File: config.mk
export PLATFORM = sky130hd
export DESIGN_NAME = pipeline_hazard_ctrl
export DESIGN_NICKNAME = d
export VERILOG_FILES = /design/src/rtl/hazard_pkg.sv /design/src/rtl/sat_counter.sv /design/src/rtl/pipeline_hazard_ctrl.sv
export SDC_FILE = /design/constraint.sdc
export NUM_CORES = 1
export LEC_CHECK = 0
export ABC_CLOCK_PERIOD_IN_PS = 3600
export CAP_MARGIN = 20
export CORE_ASPECT_RATIO = 1.5
export CORE_MARGIN = 1
export CORE_UTILIZATION = 48
export CTS_CLUSTER_SIZE = 12
export DETAILED_ROUTE_END_ITERATION = 8
export PLACE_DENSITY = 0.88
export SLEW_MARGIN = 10
export SYNTH_ARGS = -nofsm -noshare
export SYNTH_HDL_FRONTEND = slang
export SYNTH_HIERARCHICAL = 1
export SYNTH_SLANG_ARGS = --single-unit
export TNS_END_PERCENT = 50
File: constraint.sdc
create_clock -name clk_i -period 3.6 [get_ports clk_i]
set_clock_uncertainty 0.1 [all_clocks]
set_input_delay 0.54 -clock clk_i [delete_from_list [all_inputs] [get_ports clk_i]]
set_output_delay 0.54 -clock clk_i [all_outputs]
set_load 0.005 [all_outputs]
File: src/rtl/hazard_pkg.sv
// Shared types for the pipeline hazard sequencer: FSM encodings, the
// per-stage control bundle and the load-use match helper.
package hazard_pkg;

    localparam int REG_W = 5;
    localparam logic [REG_W-1:0] ZERO_REG = 5'd0;

    typedef enum logic [1:0] {
        ST_RUN      = 2'd0,
        ST_MEM_WAIT = 2'd1,
        ST_MUL_WAIT = 2'd2
    } hz_state_e;

    // Operand-source selects understood by the forwarding unit next door.
    typedef enum logic [1:0] {
        FWD_NONE   = 2'b00,
        FWD_MEM_WB = 2'b01,
        FWD_EX_MEM = 2'b10
    } fwd_sel_e;

    typedef struct packed {
        logic pc_write;
        logic if_id_write;
        logic id_ex_write;
        logic ex_mem_write;
        logic if_id_flush;
        logic id_ex_bubble;
        logic ex_mem_bubble;
        logic mem_wb_bubble;
    } hz_ctrl_t;

    localparam hz_ctrl_t CTRL_DEFAULT  = 8'b1111_0000;
    localparam hz_ctrl_t CTRL_FREEZE   = 8'b0000_0001;
    localparam hz_ctrl_t CTRL_FLUSH    = 8'b1111_1110;
    localparam hz_ctrl_t CTRL_MUL_HOLD = 8'b0001_0010;
    localparam hz_ctrl_t CTRL_LOAD_USE = 8'b0011_0100;

    // r0 is hardwired, so a load targeting it can never create a dependency.
    function automatic logic load_use_hit(
        input logic             mem_read,
        input logic [REG_W-1:0] ex_rt,
        input logic [REG_W-1:0] id_rs,
        input logic [REG_W-1:0] id_rt
    );
        return mem_read && (ex_rt != ZERO_REG) && ((ex_rt == id_rs) || (ex_rt == id_rt));
    endfunction

endpackage

File: src/rtl/sat_counter.sv
// Event counter that sticks at all-ones instead of wrapping.
module sat_counter #(
    parameter int W = 16
) (
    input  logic         clk_i,
    input  logic         rst_i,
    input  logic         inc_i,
    output logic [W-1:0] cnt_o
);

    logic [W-1:0] cnt_q;
    logic [W-1:0] cnt_d;

    always_comb begin
        cnt_d = cnt_q;
        if (inc_i && (cnt_q != '1)) begin
            cnt_d = cnt_q + 1'b1;
        end
    end

    always_ff @(posedge clk_i or negedge rst_i) begin
        if (!rst_i) begin
            cnt_q <= '0;
        end else begin
            cnt_q <= cnt_d;
        end
    end

    assign cnt_o = cnt_q;

endmodule

File: src/rtl/pipeline_hazard_ctrl.sv
// Stall/flush sequencer for the 5-stage pipeline: decides each cycle which
// pipeline registers load, hold, bubble or flush, and keeps hazard statistics.
module pipeline_hazard_ctrl
    import hazard_pkg::*;
#(
    parameter int CNT_W       = 16,
    parameter int MEM_TIMEOUT = 64
) (
    input  logic             clk_i,
    input  logic             rst_i,
    input  logic [4:0]       IF_ID_Rs_i,
    input  logic [4:0]       IF_ID_Rt_i,
    input  logic             ID_EX_MemRead_i,
    input  logic [4:0]       ID_EX_Rt_i,
    input  logic             branch_taken_i,
    input  logic             mul_start_i,
    input  logic             mul_done_i,
    input  logic             dmem_req_i,
    input  logic             dmem_ready_i,
    output logic             PC_write_o,
    output logic             IF_ID_write_o,
    output logic             ID_EX_write_o,
    output logic             EX_MEM_write_o,
    output logic             IF_ID_flush_o,
    output logic             ID_EX_bubble_o,
    output logic             EX_MEM_bubble_o,
    output logic             MEM_WB_bubble_o,
    output logic [1:0]       state_o,
    output logic [CNT_W-1:0] stall_cnt_o,
    output logic [CNT_W-1:0] flush_cnt_o,
    output logic             mem_err_o
);

    localparam int TMO_W = (MEM_TIMEOUT > 2) ? $clog2(MEM_TIMEOUT) : 1;
    localparam logic [TMO_W-1:0] TMO_LAST = TMO_W'(MEM_TIMEOUT - 1);

    hz_state_e        state_q;
    hz_state_e        state_d;
    logic [TMO_W-1:0] tmo_q;
    logic [TMO_W-1:0] tmo_d;
    logic             mem_err_q;
    logic             mem_err_d;
    hz_ctrl_t         ctrl;
    logic             flush_evt;
    logic             stall_evt;
    logic             mem_stall;
    logic             mul_stall;
    logic             load_use;

    assign mem_stall = dmem_req_i & ~dmem_ready_i;
    assign mul_stall = mul_start_i & ~mul_done_i;
    assign load_use  = load_use_hit(ID_EX_MemRead_i, ID_EX_Rt_i, IF_ID_Rs_i, IF_ID_Rt_i);

    always_ff @(posedge clk_i or negedge rst_i) begin
        if (!rst_i) begin
            state_q   <= ST_RUN;
            tmo_q     <= '0;
            mem_err_q <= 1'b0;
        end else begin
            state_q   <= state_d;
            tmo_q     <= tmo_d;
            mem_err_q <= mem_err_d;
        end
    end

    always_comb begin
        state_d   = state_q;
        tmo_d     = tmo_q;
        mem_err_d = mem_err_q;
        ctrl      = CTRL_DEFAULT;
        flush_evt = 1'b0;

        case (state_q)
            ST_RUN: begin
                if (mem_stall) begin
                    ctrl    = CTRL_FREEZE;
                    state_d = ST_MEM_WAIT;
                    tmo_d   = '0;
                end else if (branch_taken_i) begin
                    // Younger mul/load-use hazards are being squashed, so they lose.
                    ctrl      = CTRL_FLUSH;
                    flush_evt = 1'b1;
                end else if (mul_stall) begin
                    ctrl    = CTRL_MUL_HOLD;
                    state_d = ST_MUL_WAIT;
                end else if (load_use) begin
                    ctrl = CTRL_LOAD_USE;
                end
            end

            ST_MEM_WAIT: begin
                // A branch sitting in the frozen EX/MEM is picked up again once back in RUN.
                if (dmem_ready_i) begin
                    state_d = ST_RUN;
                end else if (tmo_q == TMO_LAST) begin
                    mem_err_d = 1'b1;
                    state_d   = ST_RUN;
                end else begin
                    ctrl  = CTRL_FREEZE;
                    tmo_d = tmo_q + 1'b1;
                end
            end

            ST_MUL_WAIT: begin
                if (mem_stall) begin
                    ctrl = CTRL_FREEZE;
                end else if (mul_done_i) begin
                    state_d = ST_RUN;
                end else begin
                    ctrl = CTRL_MUL_HOLD;
                end
            end

            default: begin
                state_d = ST_RUN;
            end
        endcase

        // The pipeline must free-run while held in reset.
        if (!rst_i) begin
            ctrl      = CTRL_DEFAULT;
            flush_evt = 1'b0;
        end
    end

    assign stall_evt = ~ctrl.pc_write;

    sat_counter #(.W(CNT_W)) u_stall_cnt (
        .clk_i (clk_i),
        .rst_i (rst_i),
        .inc_i (stall_evt),
        .cnt_o (stall_cnt_o)
    );

    sat_counter #(.W(CNT_W)) u_flush_cnt (
        .clk_i (clk_i),
        .rst_i (rst_i),
        .inc_i (flush_evt),
        .cnt_o (flush_cnt_o)
    );

    assign PC_write_o      = ctrl.pc_write;
    assign IF_ID_write_o   = ctrl.if_id_write;
    assign ID_EX_write_o   = ctrl.id_ex_write;
    assign EX_MEM_write_o  = ctrl.ex_mem_write;
    assign IF_ID_flush_o   = ctrl.if_id_flush;
    assign ID_EX_bubble_o  = ctrl.id_ex_bubble;
    assign EX_MEM_bubble_o = ctrl.ex_mem_bubble;
    assign MEM_WB_bubble_o = ctrl.mem_wb_bubble;
    assign state_o         = state_q;
    assign mem_err_o       = mem_err_q;

endmodule

Word-level counts from Yosys, hierarchy flattened
Cells that the tools add are included.
Cells by class
  equality and inequality tests: 15
  reduce and logical (&&, ||, !) cells: 11
  mux-type cells: 26
  bitwise logic cells: 5
  $add $sub $neg: 3
Operator list (number)
  two-way mux 8 bit: 9
  adder 16 x 1 -> 16 bit, second input constant: 2
  inequality test 16 bit, second input constant: 2
  case mux 8 bit (3 select lines): 1
  two-way mux 6 bit: 3
  two-way mux 2 bit: 7
  case mux 6 bit (2 select lines): 1
  == test 5 bit: 2
  inequality test 2 bit, second input constant: 5
  inequality test 3 bit, second input constant: 3
  adder 6 x 1 -> 6 bit, second input constant: 1
  == test 6 bit, second input constant: 1
  case mux 2 bit (3 select lines): 1
  AND reduction 5 bit: 1
  nonzero test 5 bit: 1
  logical AND 1 bit: 4
  two-way mux 1 bit: 4
  AND reduction 4 bit: 1
  inverter 1 bit: 3
  AND reduction 3 bit: 1
  AND 1 bit: 2
  == test 2 x 1 -> 1 bit, second input constant: 1
  == test 2 bit, second input constant: 1
  logical NOT 2 bit: 1
  2 further kinds: 2
Word-level totals
  bits in registers: 41
  word-level logic and storage cells: 65

Logic depth before layout (Yosys ltp)
  depth after elaboration: 11
  depth in mapped cells: 10
  mapped depth without buffers: 10

By module
Netlist, hierarchy kept.
By module, submodules not included
  sat_counter: area an instance 859.6 um^2, times used 2, cells an instance 72, seq. area each 400.4 um^2
  pipeline_hazard_ctrl: area an instance 718.2 um^2, times used 1, cells an instance 87, seq. area each 225.2 um^2

Worst setup path after synthesis
Ideal clock, no wire load.
  kind: register to register
  start point: register tmo_q[0]
  end point: register u_stall_cnt.cnt_q[14] (netlist: u_stall_cnt/cnt_o[14])
  cell stages (with the launch flop): 10
  path slack: 0.845 ns
  setup time: 0.126 ns
  data arrival time: 2.529 ns
  buffers on the path: 0
  cell sequence: dfrtp_1 > ha_1 > and3_1 > nand3_1 > o221ai_1 > o41ai_1 > nand2_1 > nor4_4 > nand4_1 > xnor2_1
On the way
  longest elaborated chain between the ends: 7
Ends and longest elaborated chain
  start, declared: line pipeline_hazard_ctrl.sv:39  | logic [TMO_W-1:0] tmo_q;
  start signal, assigned: line pipeline_hazard_ctrl.sv:61  | tmo_q <= tmo_d;
  == test 6 bit: line pipeline_hazard_ctrl.sv:95  | end else if (tmo_q == TMO_LAST) begin
  two-way mux 8 bit: line pipeline_hazard_ctrl.sv:95
  two-way mux 8 bit: line pipeline_hazard_ctrl.sv:93  | if (dmem_ready_i) begin
  case mux 8 bit (3 select lines): line pipeline_hazard_ctrl.sv:73  | case (state_q)
  two-way mux 8 bit: line pipeline_hazard_ctrl.sv:120  | if (!rst_i) begin
  inverter 1 bit: line pipeline_hazard_ctrl.sv:126  | assign stall_evt = ~ctrl.pc_write;
  net stall_evt: line pipeline_hazard_ctrl.sv:45  | logic stall_evt;
  logical AND 1 bit: line sat_counter.sv:16  | if (inc_i && (cnt_q != '1)) begin
  end signal, assigned: line sat_counter.sv:25  | cnt_q <= cnt_d;
  end, declared: line sat_counter.sv:11  | logic [W-1:0] cnt_q;
The timed path passes the listed nets, and every way through them passes these cells.
A chain may end at the register's enable or synchronous reset.

Final worst setup path
  start point: input port ID_EX_Rt_i[1]
  end point: output port IF_ID_write_o
On the way
  longest elaborated chain between the ends: 9
Ends and longest elaborated chain
  start, declared: line pipeline_hazard_ctrl.sv:14  | input logic [4:0] ID_EX_Rt_i,
  == test 5 bit or nonzero test 5 bit (tied branches): line hazard_pkg.sv:45  | return mem_read && (ex_rt != ZERO_REG) && ((ex_rt == id_rs) || (ex_rt == id_rt));
  logical OR 1 bit or logical AND 1 bit (tied branches): line hazard_pkg.sv:45
  logical AND 1 bit (*): line hazard_pkg.sv:45
  two-way mux 8 bit (*): line pipeline_hazard_ctrl.sv:86  | end else if (load_use) begin
  two-way mux 8 bit (*): line pipeline_hazard_ctrl.sv:83  | end else if (mul_stall) begin
  two-way mux 8 bit (*): line pipeline_hazard_ctrl.sv:79  | end else if (branch_taken_i) begin
  two-way mux 8 bit (*): line pipeline_hazard_ctrl.sv:75  | if (mem_stall) begin
  case mux 8 bit (3 select lines) (*): line pipeline_hazard_ctrl.sv:73
  two-way mux 8 bit (*): line pipeline_hazard_ctrl.sv:120
  end, declared: line pipeline_hazard_ctrl.sv:21  | output logic IF_ID_write_o,
Every way passes the cells marked *; elsewhere a longest branch is shown, timed or not.

==> run summary <==
The run finished with clean final reports. The tools report the clock latency on the worst-skew pair as 290 ps. Entering global routing, the biggest net connects 34 pins. The tool flagged a number of max-cap violations equal to 0.

The cell count after placement came out at 361. After layout, the worst path uses 90.6% of the clock period. The count of port buffers added during placement was 65; the switching component of the power was 0.387 mW. Clock sink total: 41. The run gives 31 as the site row count.

The average detailed-routed wire length per instance is 15.5 um. The class of the most critical setup path is in2out. Setup repair after global routing left no endpoint under its margin. The y dimension of the die came out at 89.3 um. For the final-report max-slew violation count, the log shows 0. The classification of the worst-slack hold path was in2async. The tools report the total congestion overflow after global routing as 0.

The synthesized area per cell came out at 10.6 um^2. The initial antenna violation count came out at 0. The root buffer cell chosen for the clock tree is clkbuf_8.

In the final timing run, aggregate negative setup slack is 0 ps. In the post-route analysis, the smallest setup slack over all paths is 337 ps. The first global-routing pass estimated 9370 um of wire. Data on the critical path arrives at its endpoint at 2620 ps.

In the final design database the tool counted 328 nets. The tools report the worst setup slack after placement as 365 ps. The floorplan step set the die width to 60.2 um. The number of global-route vias before repair was 2,045; the transition at the pin with the smallest max-transition slack was 503 ps. Along the worst path, the maximum fanout reaches 3.

The maximum buffer depth of the clock tree is 2, and the average via count per standard cell is 5.69. Timing would allow up to 0.306 GHz. TritonCTS built the clock tree. The run gives 5690 um as the post-detailed-routing wire length. The logs give 1.36 nW for the leakage power summed over all cells and 26.7% for the proportion of power drawn by combinational gates. The capturing element type of the critical path was an output pin. The critical path starts at ID_EX_Rt_i[1]. After synthesis, flip-flops and latches occupy 42.1% of the total area. For this block, the via count after detailed routing is 2,094. The H-tree generated during clock tree synthesis spans 2 levels.

The number of warnings issued by yosys was 6. The run gives 0 as the setup fix buffers added after clock tree synthesis. For this configuration, the core starts out at a cell density of 50.3%.

The number of hold violations in the final report was 0. The number of antenna diodes is 0. After clock tree synthesis, the clock-pin slew on the worst setup and hold paths is 70 ps. The shortest period the worst path allows is 3260 ps, and the post-cts sizing count is 0. The number of different library cells used by synthesis comes to 46. The count of state elements after synthesis is 41, and the number of nets with antenna violations after routing is 0.

The run gives 368 as the number of non-filler instances in the completed layout. The switching power as a share of total power works out to 30.8%. For this run, the leading register cell type out of synthesis is dfrtp_1.

The startpoint type of the worst setup path is a primary input. The cell count after synthesis came out at 231. The clock share of power came out at 23.9%.

Counting the buffers created by CTS gives 5. For the highest ir drop seen on vdd, the log shows 0.229 mV. For this design the ratio of total power to cell area is 387 nW/um^2. The filler cells instantiated in the layout total 427. The netlist area before placement is 2440 um^2. The tools report the first-pass iteration count of the detailed router as 4.

For the worst setup path, the data required time is 2960 ps. The internal power is 0.870 mW. The die covers 5370 um^2.

Pin placement for this block handled 66 I/O pins. The total area inside the core boundary comes to 4850 um^2. For this block, the initial DRC count from the detailed router was 113. Global routing used 23.5% of the available tracks. Of the cells placed in the final design, the portion with a size suffix greater than 1 is 10.3%.

After legalization and detailed placement, the total HPWL measured 4420 um. The run gives 0 as the number of hold buffers added after cts. From synthesis to final layout, the design area changed by 33.3%. The tools report the launch instance of the worst register-to-register path as tmo_q[0]$_DFFE_PN0P_. When the netlist entered floorplanning its net count stood at 257.

For this run, design rule violations remaining after detail routing come to 0. The share of synthesized flip-flops with an asynchronous set or reset was 100%; the number of enable flip-flop cells after synthesis was 0. The congestion estimate from routability-driven global placement came to 0.826.

Setup violations remaining at the end of the flow were counted as 0. The run gives 49.4% as the portion of total power attributed to sequential cells. The worst relative slew slack is 66.2%.
## critical path, cell delays in order
cell             delay (ps)
clkdlybuf4s50_1         480
or4_1                   540
o21ai_0                 320
o41a_1                  230
clkdlybuf4s50_1         520
## metrics by stage
| step | instance area, um^2 | total power, mW | hold WS (ps) | util (%) |
|---|---|---|---|---|
| 6_report | 3250 | 1.26 | 8.82 | 67.0 |
| 5_1_grt | 3250 | 1.33 | 15.8 | 67.0 |
| 3_5_place_dp | 3160 | 0.967 | 331 | 65.2 |
| 4_1_cts | 3250 | 1.27 | 15.3 | 67.0 |
| 2_1_floorplan | 2440 | 0.755 | 144 | - |
| 3_3_place_gp | 3160 | 0.951 | 332 | 65.2 |
## cell type report
cell class | count | area (um^2) | area share [%]
multi-input cells | 183 | 1380 | 42.4
flip-flops and latches | 41 | 1030 | 31.6
repair buffers | 67 | 661 | 20.3
clock buffers | 7 | 86.3 | 2.66
well taps | 66 | 82.6 | 2.54
inverters | 4 | 15.0 | 0.462
## cell usage in the layout, fill, tap and decap left out, types with 3 or more instances in the layout
| master | count |
|---|---|
| nand3_1 | 15 |
| o21ai_0 | 4 |
| a21oi_1 | 8 |
| xnor2_1 | 15 |
| and3_1 | 7 |
| nand4_1 | 18 |
| dfrtp_1 | 41 |
| a31oi_1 | 8 |
| inv_1 | 4 |
| clkbuf_8 | 6 |
| clkdlybuf4s50_1 | 64 |
| o21a_1 | 10 |
| nor4_4 | 4 |
| xor2_1 | 13 |
| nor2_1 | 13 |
| nor3_1 | 4 |
| ha_1 | 3 |
| nand2_1 | 15 |
| and4b_1 | 3 |
## state kept, by name, indices dropped and copies added (netlist names)
| signal | cells |
|---|---|
| u_flush_cnt/cnt_o | 16 |
| mem_err_o | 1 |
| tmo_q | 6 |
| u_stall_cnt/cnt_o | 16 |
| state_o | 2 |
## final timing paths
path / to / slack [ps] / cells past startpoint
hold reg to reg: mem_err_o$_DFFE_PN0P_ / 390 / 1
setup reg to reg: u_stall_cnt/cnt_o[5]$_DFFE_PN0P_ / 960 / 10
hold / removal: tmo_q[4]$_DFFE_PN0P_ / 9 / 1
max in group asynchronous: u_stall_cnt/cnt_o[8]$_DFFE_PN0P_ / 2690 / 2
min in group clk_i: mem_err_o$_DFFE_PN0P_ / 390 / 1
setup / recovery: IF_ID_write_o / 340 / 5
## metal layers
metal  global-route usage (%)  share of wire (%)  vias to the layer above
li1                         -                  -                     1027
met1                     25.9                 40                     1012
met2                     42.1                 55                       44
met3                     4.63                3.4                       11
met4                     11.2                2.3                        0
met5                        0                  0                        -
## logic make-up (layout without fill, tap and decap cells)
logic type                 Yosys count  after routing  synth area share, %
xor gates and xnor gates            28             28                 10.1
DFF                                 41             41                 42.1
buffers and inverters                7             78                 1.33
adders and majority gates            3              3                 1.54
and+or+nand+nor                    105            105                 30.4
muxes                                2              2                0.924
AOI/OAI and AO/OA                   45             45                 13.6
## Yosys cell counts (3+ instances only)
| cell | number | area, um^2 |
|---|---|---|
| o21a_1 | 10 | 75.1 |
| o21ai_0 | 4 | 20.0 |
| dfrtp_1 | 41 | 1030 |
| inv_1 | 4 | 15.0 |
| nor2_1 | 13 | 48.8 |
| a31oi_1 | 8 | 50.1 |
| nand3_1 | 15 | 75.1 |
| and3_1 | 7 | 43.8 |
| ha_1 | 3 | 37.5 |
| xnor2_1 | 15 | 131 |
| nor3_1 | 4 | 20.0 |
| nand4_1 | 18 | 113 |
| a21oi_1 | 8 | 40.0 |
| nor4_4 | 4 | 85.1 |
| and4b_1 | 3 | 30.0 |
| nand2_1 | 15 | 56.3 |
| xor2_1 | 13 | 114 |
## power groups by stage
stage / logic (mW) / registers (mW) / clock network (mW)
5_1_grt: 0.371 / 0.636 / 0.324
3_5_place_dp: 0.337 / 0.630 / 0
4_1_cts: 0.339 / 0.622 / 0.309
6_report: 0.336 / 0.621 / 0.301
2_1_floorplan: 0.143 / 0.612 / 0
3_3_place_gp: 0.326 / 0.625 / 0
Power figures use the tool's default switching activity.
